--- src/rtl/shared_ram_arbiter.sv ---
// Round-robin arbiter serialising four cores onto one single-port, synchronous-read RAM.
// Each access is IDLE -> ISSUE -> RESP, with a one-hot done pulse and broadcast read data.
module shared_ram_arbiter #(
   parameter int ADDR_W = 16,
   parameter int DATA_W = 8
) (
   input  logic                  clk,
   input  logic                  preset_n,
   input  logic [3:0]            req,
   input  logic [3:0]            we,
   input  logic [4*ADDR_W-1:0]   addr_in,
   input  logic [4*DATA_W-1:0]   wdata_in,
   output logic [3:0]            gnt,
   output logic [3:0]            done,
   output logic [DATA_W-1:0]     rdata,
   output logic                  busy,
   output logic                  ram_en,
   output logic                  ram_we,
   output logic [ADDR_W-1:0]     ram_addr,
   output logic [DATA_W-1:0]     ram_wdata,
   input  logic [DATA_W-1:0]     ram_rdata
);

   typedef enum logic [1:0] {IDLE, ISSUE, RESP} state_t;

   state_t              state, state_n;
   logic [1:0]          last, last_n;
   logic                hold_we, hold_we_n;
   logic [3:0]          gnt_n, done_n;
   logic [DATA_W-1:0]   rdata_n, ram_wdata_n;
   logic [ADDR_W-1:0]   ram_addr_n;
   logic                busy_n, ram_en_n, ram_we_n;

   logic [ADDR_W-1:0]   core_addr  [4];
   logic [DATA_W-1:0]   core_wdata [4];
   logic [3:0]          eligible;
   logic                win_found;
   logic [1:0]          win_idx, scan_idx;

   always_comb begin
      for (int i = 0; i < 4; i++) begin
         core_addr[i]  = addr_in[i*ADDR_W +: ADDR_W];
         core_wdata[i] = wdata_in[i*DATA_W +: DATA_W];
      end
   end

   // A core still seeing its done pulse is masked so a late req drop is not regranted.
   always_comb begin
      eligible  = req & ~done;
      win_found = 1'b0;
      win_idx   = last;
      scan_idx  = last;
      for (int k = 1; k <= 4; k++) begin
         scan_idx = last + 2'(k);
         if (!win_found && eligible[scan_idx]) begin
            win_found = 1'b1;
            win_idx   = scan_idx;
         end
      end
   end

   always_comb begin
      state_n     = state;
      last_n      = last;
      hold_we_n   = hold_we;
      gnt_n       = gnt;
      done_n      = 4'b0000;
      rdata_n     = rdata;
      ram_en_n    = 1'b0;
      ram_we_n    = 1'b0;
      ram_addr_n  = ram_addr;
      ram_wdata_n = ram_wdata;
      case (state)
         IDLE: begin
            if (win_found) begin
               last_n      = win_idx;
               hold_we_n   = we[win_idx];
               ram_addr_n  = core_addr[win_idx];
               ram_wdata_n = core_wdata[win_idx];
               gnt_n       = 4'b0001 << win_idx;
               ram_en_n    = 1'b1;
               ram_we_n    = we[win_idx];
               state_n     = ISSUE;
            end
         end
         ISSUE: begin
            state_n = RESP;
         end
         RESP: begin
            if (!hold_we) begin
               rdata_n = ram_rdata;
            end
            gnt_n   = 4'b0000;
            done_n  = 4'b0001 << last;
            state_n = IDLE;
         end
         default: begin
            state_n = IDLE;
         end
      endcase
      busy_n = (state_n != IDLE);
   end

   // Reset starts with last = 3 so core 0 holds top priority.
   always_ff @(posedge clk or negedge preset_n) begin
      if (!preset_n) begin
         state     <= IDLE;
         last      <= 2'd3;
         hold_we   <= 1'b0;
         gnt       <= 4'b0000;
         done      <= 4'b0000;
         rdata     <= '0;
         busy      <= 1'b0;
         ram_en    <= 1'b0;
         ram_we    <= 1'b0;
         ram_addr  <= '0;
         ram_wdata <= '0;
      end else begin
         state     <= state_n;
         last      <= last_n;
         hold_we   <= hold_we_n;
         gnt       <= gnt_n;
         done      <= done_n;
         rdata     <= rdata_n;
         busy      <= busy_n;
         ram_en    <= ram_en_n;
         ram_we    <= ram_we_n;
         ram_addr  <= ram_addr_n;
         ram_wdata <= ram_wdata_n;
      end
   end

endmodule
--- config.mk ---
export PLATFORM = sky130hd
export DESIGN_NAME = shared_ram_arbiter
export DESIGN_NICKNAME = d
export VERILOG_FILES = /design/src/rtl/shared_ram_arbiter.sv
export SDC_FILE = /design/constraint.sdc
export NUM_CORES = 1
export LEC_CHECK = 0
export BUFFER_PORTS_ARGS = -buffer_cell sky130_fd_sc_hd__clkbuf_2
export CORE_ASPECT_RATIO = 0.9
export CORE_MARGIN = 2
export CORE_UTILIZATION = 46
export CTS_BUF_LIST = sky130_fd_sc_hd__clkbuf_16
export DETAILED_ROUTE_END_ITERATION = 7
export GPL_ROUTABILITY_DRIVEN = 0
export PLACE_DENSITY = 0.82
export RECOVER_POWER = 25
export SLEW_MARGIN = 20
export SYNTH_ARGS = -nofsm -noshare
export SYNTH_HDL_FRONTEND = slang
export SYNTH_SLANG_ARGS = --single-unit
--- constraint.sdc ---
create_clock -name clk -period 3.45 [get_ports clk]
set_input_delay 0.5175 -clock clk [delete_from_list [all_inputs] [get_ports clk]]
set_output_delay 0.5175 -clock clk [all_outputs]
set_load 0.05 [all_outputs]
==> impl_metrics.toml <==
[critical_path]
required_ns = 3.60
crit_slowest_cell = "dfstp_2"
cp-end-kind = "register"
arrival_ns = 3.15
crit_chain = "clkinv_1 > ha_1 > mux4_2 > a22o_4 > xnor2_4 > buf_4 > mux2i_1 > mux2_2 > o21ai_1"
critical_path_class = "reg -> reg"
r2r_start = "last[1]$_DFFE_PN1P_"
crit_fanout = 18
rr_worst_depth = 9
worstSetupStartpointType = "register"
r2r-end = "ram_addr[12]$_DFFE_PN0P_"
cp_top_family = "multiplexers"
crit_buf_inv = 2
cp.depth = 9
r2r_slack_ns = 0.44
slowest_delay_ns = 0.61

[die]
rows = 27
coreArea_mm2 = 0.00618
die_area_mm2 = 0.00713
io_pins = 157
initial_core_util = 0.481
die_h_um = 80.3
die_w_um = 88.8

[timing]
finalCritPeriodShare = 0.871
hold_viol = 0
fin_crit_ns = 3.01
max_freq_mhz = 333
finalSetupTns_ns = 0
fin_skew_ns = 0.0104
hold_ws_ns = 0.451
setup_viol_count_final = 0
worst_slew_pin_slew_ns = 1.39
grt_setup_unrepaired = "false"
slew_headroom = 0.0716
final-max-slew-violation-count = 0

[synth]
syn_area_mm2 = 0.00297
syn_inst = 268
async_flop_share = 1.00
synth_fp_nets = 386
syn_avg_cell_area_um2 = 11.1
yosys_warnings = 0
yosys_register_bits = 48
ys.flop_type = "dfrtp_1"
synth_edf_count = 0
synth_seq_area_share = 0.405
synth_cell_types = 40

[cells_and_area]
utilization = 0.642
layout_common_cells = "155 x clkbuf_2, 53 x mux2i_1, 46 x dfrtp_1"
multi_input_area_mm2 = 0.00163
diodes = 0
final_common_cell = "clkbuf_2"
drive_gt1_frac = 0.512
fin_cells = 511
num-fill-cells = 514
syn_to_final_growth_pct = 33.5
seq_area_mm2 = 0.00120
nNetsFinal = 541

[clock_network]
clock-sinks = 48
cts-root-buf = "clkbuf_16"
cts_made_buffers = 5
tritoncts = "yes"
post_cts_resized = 0
cts_setup_buffers = 0
clockBufferDepth = 2
cts_hold_buf = 0
clkSlewWorstSetupHoldPaths_ns = 0.07
clock_latency_ns = 0.28
h-tree-depth = 2

[global_route]
grt_max_degree = 31
grt_pass1_wl_mm = 11.4
grt_pass1_vias = 2620
gr-total-overflow = 0
grt_usage = 0.202
antenna_found_initial = 0

[route]
via_per_inst = 5.09
ant_nets = 0
first_iter_violations = 76
routedWlPerCell_um = 13.9
drt-pass1-iter-count = 4
drc = 0
route.vias.total = 2599
wl_mm = 7.09

[run]
maxCapViolCount = 0

[placed_design]
port_buffers = 156
place_inst = 503
dpl.hpwl_mm = 5.64

[power_and_ir_drop]
p_per_area_mw_per_mm2 = 1360
ir_drop_mv = 0.697
cellLeakagePower_nw = 2.10
finalPower_mw = 5.39

[worst_hold_path]
hold_path_class = "in -> async"

[outcome]
status = "finished, final reports clean"
## how the worst max path moves through the flow
stage / startpoint / end / slack [ns]
final: last[1]$_DFFE_PN1P_ / ram_addr[12]$_DFFE_PN0P_ / 0.44
after global routing: last[1]$_DFFE_PN1P_ / ram_addr[12]$_DFFE_PN0P_ / 0.31
after CTS: last[1]$_DFFE_PN1P_ / ram_addr[12]$_DFFE_PN0P_ / 0.45
after detailed placement: last[1]$_DFFE_PN1P_ / ram_addr[12]$_DFFE_PN0P_ / 0.48
after global placement: last[1]$_DFFE_PN1P_ / ram_addr[14]$_DFFE_PN0P_ / 0.64
after floorplan: last[1]$_DFFE_PN1P_ / ram_wdata[4]$_DFFE_PN0P_ / 0.67
## sequential cells by signal, indices dropped and copies added (netlist names)
name	cells
ram_wdata	8
ram_en	1
hold_we	1
ram_addr	16
gnt	4
done	4
last	2
rdata	8
state	2
ram_we	1
busy	1
## layer usage
layer | GRT usage | wire, um | vias up
met4 | 0.0712 | 112 | 0
li1 | - | - | 1277
met3 | 0.0370 | 447 | 10
met1 | 0.235 | 2860 | 1193
met2 | 0.369 | 3670 | 119
met5 | 0 | 0 | -
## cells in the mapped netlist, types with 5 or more instances
master,instances,area share
nor2_1,7,0.0088
dfrtp_1,46,0.39
mux2_2,33,0.12
clkbuf_1,7,0.0088
nand2_1,30,0.038
mux2i_1,53,0.18
o21ai_1,20,0.034
o21ai_2,6,0.018
nand2b_1,5,0.011
## cells by family after synthesis
kind of cell / share of synthesized area
AOI/OAI and AO/OA: 0.0955
xor gates and xnor gates: 0.0122
buffers and inverters: 0.0492
and+or+nand+nor: 0.0942
muxes: 0.327
DFF: 0.405
adders and majority gates: 0.0168
## metrics by stage
| stage | worst slack (ns) | cell area, um2 |
|---|---|---|
| final | 0.445 | 3970 |
| after global routing | 0.308 | 3970 |
| after CTS | 0.448 | 3970 |
| after detailed placement | 0.479 | 3800 |
| after global placement | 0.639 | 3800 |
| after floorplan | 0.674 | 2970 |
## power breakdown
group | switching [mW] | internal (mW)
Combinational | 2.24 | 1.57
Sequential | 0.170 | 0.850
Clock | 0.207 | 0.344
## cell type report
cell class	instances	area share
clock buffer	5	0.0315
clock inverter	3	0.0120
inverter	6	0.00693
multi-input combinational	199	0.411
sequential	48	0.303
tap	87	0.0274
timing repair buffer	163	0.209
Power figures use the tool's default switching activity.
